===== config.mk =====
export PLATFORM = sky130hd
export DESIGN_NAME = universal_shift_register
export DESIGN_NICKNAME = d
export VERILOG_FILES = /design/src/rtl/usr_pkg.sv /design/src/rtl/usr_step.sv /design/src/rtl/universal_shift_register.sv
export SDC_FILE = /design/constraint.sdc
export NUM_CORES = 1
export LEC_CHECK = 0
export CAP_MARGIN = 0
export CORE_ASPECT_RATIO = 1.1
export CORE_MARGIN = 3
export CORE_UTILIZATION = 43
export DETAILED_ROUTE_END_ITERATION = 16
export PLACE_DENSITY_LB_ADDON = 0.2
export SYNTH_ARGS = -nofsm -noshare
export SYNTH_HDL_FRONTEND = slang
export SYNTH_SLANG_ARGS = --single-unit

===== constraint.sdc =====
create_clock -name clk -period 1.31 [get_ports clk]
set_input_delay 0.262 -clock clk [delete_from_list [all_inputs] [get_ports clk]]
set_output_delay 0.262 -clock clk [all_outputs]
set_load 0.01 [all_outputs]

===== src/rtl/usr_pkg.sv =====
// Shared mode constants, FSM state type and mode-legality helper for universal_shift_register.
package usr_pkg;

    localparam logic [2:0] MODE_SHL = 3'd0;
    localparam logic [2:0] MODE_SHR = 3'd1;
    localparam logic [2:0] MODE_ROL = 3'd2;
    localparam logic [2:0] MODE_ROR = 3'd3;
    localparam logic [2:0] MODE_ASR = 3'd4;

    typedef enum logic {
        ST_IDLE,
        ST_SHIFT
    } state_t;

    function automatic logic mode_is_valid(input logic [2:0] m);
        return (m <= MODE_ASR);
    endfunction

endpackage


===== src/rtl/usr_step.sv =====
// Single-step shift/rotate function: purely combinational, zero latency, no flow control.
module usr_step
    import usr_pkg::*;
#(
    parameter int WIDTH = 8
) (
    input  logic [WIDTH-1:0] q,
    input  logic [2:0]       mode,
    input  logic             serial_in,
    output logic [WIDTH-1:0] next_q,
    output logic             out_bit
);

    always_comb begin
        next_q  = q;
        out_bit = 1'b0;
        case (mode)
            MODE_SHL: begin
                next_q  = {q[WIDTH-2:0], serial_in};
                out_bit = q[WIDTH-1];
            end
            MODE_SHR: begin
                next_q  = {serial_in, q[WIDTH-1:1]};
                out_bit = q[0];
            end
            MODE_ROL: begin
                next_q  = {q[WIDTH-2:0], q[WIDTH-1]};
                out_bit = q[WIDTH-1];
            end
            MODE_ROR: begin
                next_q  = {q[0], q[WIDTH-1:1]};
                out_bit = q[0];
            end
            MODE_ASR: begin
                next_q  = {q[WIDTH-1], q[WIDTH-1:1]};
                out_bit = q[0];
            end
            default: begin
                next_q  = q;
                out_bit = 1'b0;
            end
        endcase
    end

endmodule


===== src/rtl/universal_shift_register.sv =====
// Parametrised shift/rotate register with multi-cycle shift-by-N; load takes one edge, N steps take N cycles.
// No backpressure: load/start are accepted in IDLE only and are silently dropped while busy.
module universal_shift_register
    import usr_pkg::*;
#(
    parameter  int WIDTH = 8,
    localparam int CNT_W = $clog2(WIDTH + 1)
) (
    input  logic             clk,
    input  logic             rst_n,
    input  logic             load,
    input  logic [WIDTH-1:0] d,
    input  logic             start,
    input  logic [2:0]       mode,
    input  logic [CNT_W-1:0] amount,
    input  logic             serial_in,
    output logic [WIDTH-1:0] q,
    output logic             serial_out,
    output logic             busy,
    output logic             done
);

    state_t           state, state_nxt;
    logic [CNT_W-1:0] cnt, cnt_nxt;
    logic [2:0]       mode_r, mode_nxt;
    logic [WIDTH-1:0] q_nxt;
    logic             so_nxt, busy_nxt, done_nxt;
    logic [WIDTH-1:0] step_q;
    logic             step_out;

    usr_step #(.WIDTH(WIDTH)) u_step (
        .q         (q),
        .mode      (mode_r),
        .serial_in (serial_in),
        .next_q    (step_q),
        .out_bit   (step_out)
    );

    always_ff @(posedge clk or negedge rst_n) begin
        if (!rst_n) begin
            state      <= ST_IDLE;
            cnt        <= '0;
            mode_r     <= MODE_SHL;
            q          <= '0;
            serial_out <= 1'b0;
            busy       <= 1'b0;
            done       <= 1'b0;
        end else begin
            state      <= state_nxt;
            cnt        <= cnt_nxt;
            mode_r     <= mode_nxt;
            q          <= q_nxt;
            serial_out <= so_nxt;
            busy       <= busy_nxt;
            done       <= done_nxt;
        end
    end

    always_comb begin
        state_nxt = state;
        cnt_nxt   = cnt;
        mode_nxt  = mode_r;
        q_nxt     = q;
        so_nxt    = serial_out;
        busy_nxt  = busy;
        done_nxt  = 1'b0;
        case (state)
            ST_IDLE: begin
                if (load) begin
                    q_nxt = d;
                end else if (start) begin
                    if (amount == '0) begin
                        done_nxt = 1'b1;
                    end else begin
                        mode_nxt  = mode;
                        cnt_nxt   = amount;
                        state_nxt = ST_SHIFT;
                        busy_nxt  = 1'b1;
                    end
                end
            end
            ST_SHIFT: begin
                // Reserved modes still count down, but q and serial_out hold.
                if (mode_is_valid(mode_r)) begin
                    q_nxt  = step_q;
                    so_nxt = step_out;
                end
                cnt_nxt = cnt - CNT_W'(1);
                if (cnt == CNT_W'(1)) begin
                    state_nxt = ST_IDLE;
                    busy_nxt  = 1'b0;
                    done_nxt  = 1'b1;
                end
            end
            default: begin
                state_nxt = ST_IDLE;
                busy_nxt  = 1'b0;
            end
        endcase
    end

endmodule


==> PnR_summary.wiki <==
{| class="wikitable"
! Metric !! Value
|-
| Diodes inserted || 0
|-
| Startpoint Class || register
|-
| Net count after synthesis || 154
|-
| Overall overflow remaining after global route || 0
|-
| First-pass GRT wire length || 5240 µm
|-
| Highest clock frequency the design can meet || 738 MHz
|-
| Maxcap violations || 0
|-
| Slew Viols, Final || 0
|-
| Final net count || 207
|-
| Kind of end point of the critical path || register
|-
| Average instance area after synthesis || 9.14 µm²
|-
| Horizontal extent of the die || 56.5 µm
|-
| Max-slew headroom at the worst pin || 82.5%
|-
| Overall via count from detail_route || 1180
|-
| First-pass detailed-route iteration total || 4
|-
| Initial Util || 46.5%
|-
| Setup total negative slack || -0.136 ns
|-
| Time the worst path needs with I/O delays and setup || 1.36 ns
|-
| Tightest Hold Check Type || input pin to async pin
|-
| Number of buffers added on ports || 30
|-
| Final critical-path share of the clock period || 103%
|-
| Fraction of layout cells with a size suffix above 1 || 36.4%
|-
| Crit Reg-Reg Startpoint || mode_r[1]$_DFFE_PN0P_
|-
| Fraction of registers with async set/reset || 100%
|-
| Final worst clock skew || 0.00377 ns
|-
| Worst-case clock buffer depth || 2
|-
| Power per cell area || 2650 nW/µm²
|-
| Post-detailed-route count of antenna-violating nets || 0
|-
| Detail-routed net length per standard cell || 15.7 µm
|-
| Combined area of all synthesized cells || 1210 µm²
|-
| Via count of the first global-routing pass || 1126
|-
| Commonest register cell after synthesis || sky130_fd_sc_hd__dfrtp_1
|-
| Cell type with the largest total area after synthesis || sky130_fd_sc_hd__dfrtp_1
|-
| Die area || 3480 µm²
|-
| Final Hold Slack || 0.287 ns
|-
| Hold violation total from the final report || 0
|-
| Height of the die || 61.5 µm
|-
| Estimated wirelength of the detail-placed design || 2260 µm
|-
| Main combinational cell family by area after synthesis || compound AO/OA/AOI/OAI gates
|-
| Number of top-level design ports || 31
|-
| Setup violation total in the final timing report || 6
|-
| Largest net degree at the start of global routing || 20
|-
| Switching power of the nets || 0.00217 W
|-
| Area of the core || 2590 µm²
|-
| Ranking of synthesized cells by area || sky130_fd_sc_hd__dfrtp_1 (39%), sky130_fd_sc_hd__mux2i_1 (10%), sky130_fd_sc_hd__mux2_2 (8.4%)
|-
| Setup ws final || -0.0458 ns
|-
| Total clock buffers created by CTS || 3
|-
| Routed wire length || 3370 µm
|-
| Proportion of power drawn by the clock network || 6.2%
|-
| DRC violation count after routing || 0
|-
| Crit path max fanout || 8
|-
| Synth Instances || 132
|-
| Adder-Cell Fraction of Synth Area || 2.07%
|-
| Multiplexer fraction of the synthesized cell area || 18.4%
|-
| Worst-case register-to-register setup slack || -0.05 ns
|-
| Count of yosys warnings during synthesis || 0
|-
| Internal power summed over all cells || 0.00288 W
|-
| Number of fillers in the final layout || 195
|-
| Area share of the largest cell type after synthesis || 39.4%
|-
| Clock transition time at the flip-flop clock pins of the worst setup and hold paths || 0.12 ns
|-
| Comb power frac || 71.8%
|-
| Setup repair after global routing missed its margin || yes
|-
| Mean number of vias per cell || 5.49
|-
| Maximum level of the CTS H-tree || 1
|-
| FF-to-FF path depth || 5
|-
| Result of the run || complete, but fails checks
|-
| WS Path Type || register to register
|-
| Number of flops mapped to enable cells by yosys || 0
|-
| IR drop worst, VDD || 1850 µV
|-
| Synth-to-layout area growth || 58.1%
|-
| Register bit total from synthesis || 19
|-
| Worst flop-to-flop path endpoint || q[5]$_DFFE_PN0P_
|-
| Initial antenna violation count || 0
|-
| Simple-gate portion of the synthesized area || 14.0%
|-
| Worst Tran Pin Value || 0.260 ns
|-
| Routability congestion estimate from global placement || 0.807
|-
| Root Driver || sky130_fd_sc_hd__clkbuf_4
|-
| Proportion of synthesized chip area in sequential cells || 39.4%
|-
| Sink Count || 19
|-
| Row cnt || 19
|-
| First DRT Iteration DRCs || 29
|-
| Distinct cells, synth || 31
|-
| Failing checks || setup timing
|-
| Gr usage total || 19.4%
|-
| Switching part of the total || 43.0%
|-
| Leakage || 0.865 nW
|-
| Clock latency at the later pin of the worst-skew pair || 0.30 ns
|-
| TritonCTS clock tree || yes
|-
| Synth Area in Compound Gates || 19.0%
|-
| Crit path required time || 1.50 ns
|-
| Data arrival time of the worst path || 1.55 ns
|-
| Post-synthesis share of cell area spent on xor and xnor gates || 1.45%
|-
| Sequential share of power || 21.9%
|}
critical path, stage by stage, from the launching register on:
cell	delay (ns)
sky130_fd_sc_hd__dfrtp_1	0.43
sky130_fd_sc_hd__nor2_4	0.13
sky130_fd_sc_hd__buf_12	0.14
sky130_fd_sc_hd__mux2_4	0.31
sky130_fd_sc_hd__a21oi_4	0.15
sky130_fd_sc_hd__o31ai_4	0.07
how the worst max path moves through the flow:
stage                            endpoint                   from  cells past startpoint
floorplan           mode_r[0]$_DFFE_PN0P_              amount[2]                      4
CTS                      q[5]$_DFFE_PN0P_  mode_r[0]$_DFFE_PN0P_                      5
detailed placement     cnt[2]$_DFFE_PN0P_              amount[2]                      5
global route             q[1]$_DFFE_PN0P_  mode_r[1]$_DFFE_PN0P_                      5
finish                   q[5]$_DFFE_PN0P_  mode_r[1]$_DFFE_PN0P_                      5
global placement    mode_r[1]$_DFFE_PN0P_              amount[2]                      4
registers in the layout (all words and copies together) (netlist names):
register    flops
busy            1
done            1
serial_out      1
q               8
cnt             4
state           1
mode_r          3
power by group through the flow:
stage / Sequential (W) / Clock (W) / Combinational (W)
detailed placement: 0.00112 / 0 / 0.00313
floorplan: 0.00122 / 0 / 0.00180
global route: 0.00115 / 0.000343 / 0.00391
CTS: 0.00109 / 0.000319 / 0.00344
finish: 0.00111 / 0.000315 / 0.00363
global placement: 0.00111 / 0 / 0.00302
placed cells by master (no fill, tap or decap), types with 3 or more instances in the layout:
cell type	instances
sky130_fd_sc_hd__nor2_1	9
sky130_fd_sc_hd__a21oi_2	6
sky130_fd_sc_hd__inv_1	4
sky130_fd_sc_hd__clkdlybuf4s50_1	14
sky130_fd_sc_hd__dlygate4sd2_1	11
sky130_fd_sc_hd__o21ai_0	8
sky130_fd_sc_hd__clkdlybuf4s15_1	3
sky130_fd_sc_hd__clkbuf_4	3
sky130_fd_sc_hd__mux2_4	9
sky130_fd_sc_hd__dfrtp_1	18
sky130_fd_sc_hd__o31ai_1	3
sky130_fd_sc_hd__mux2i_1	12
sky130_fd_sc_hd__nand2_1	12
sky130_fd_sc_hd__buf_4	23
sky130_fd_sc_hd__a21oi_1	7
sky130_fd_sc_hd__inv_2	3
final cells by class:
class | count | area [µm²] | area share [%]
clock buffer | 3 | 22.5 | 1.18
clock inverter | 1 | 5.00 | 0.262
tap | 31 | 38.8 | 2.03
inverter | 7 | 26.3 | 1.38
timing repair buffer | 57 | 519 | 27.2
sequential | 19 | 477 | 25.0
multi-input combinational | 97 | 818 | 42.9
metrics by stage:
step	std cells	utilization (%)	power [W]	area (µm²)	setup WS, ns
3_5_place_dp	208	68.2	0.00425	1770	-0.530
3_3_place_gp	208	68.2	0.00412	1770	-0.489
6_report	215	73.6	0.00505	1910	-0.0458
5_1_grt	215	73.6	0.00540	1910	-0.0708
2_1_floorplan	132	-	0.00301	1280	-0.0966
4_1_cts	215	71.8	0.00485	1860	-0.0691
cell usage after synthesis, types with 6 or more instances:
library cell and number:
sky130_fd_sc_hd__mux2i_1 12, sky130_fd_sc_hd__dfrtp_1 19, sky130_fd_sc_hd__buf_2 7, sky130_fd_sc_hd__nor2_1 9
sky130_fd_sc_hd__o21ai_0 11, sky130_fd_sc_hd__nand2_1 12, sky130_fd_sc_hd__mux2_2 9, sky130_fd_sc_hd__inv_1 6
sky130_fd_sc_hd__a21oi_1 15, sky130_fd_sc_hd__o31ai_1 6
repair_timing:
action | in CTS | in global routing
buffers inserted | 2 | 1
cloned | 1 | 0
hold buffers | 0 | 0
endpoints found under the hold margin | 0 | 0
pin swaps | 15 | 6
setup endpoints to repair | 26 | 12
resized for setup | 35 | 16
cells by family (layout without fill, tap and decap cells):
group           count (synthesis)  in the layout
fa+ha+maj                       2              2
buf+inv                        16             68
simple gates                   33             33
mux                            21             21
compound gates                 39             39
xor+xnor                        2              2
flops                          19             19
per-layer routing:
metal	wire length [µm]	GRT usage, %	vias to the layer above
li1	-	-	574
met1	1500	26.5	560
met2	1660	31.5	40
met3	164	2.73	6
met4	46	7.46	0
met5	0	0	-
(Power assumes the default switching activity.)
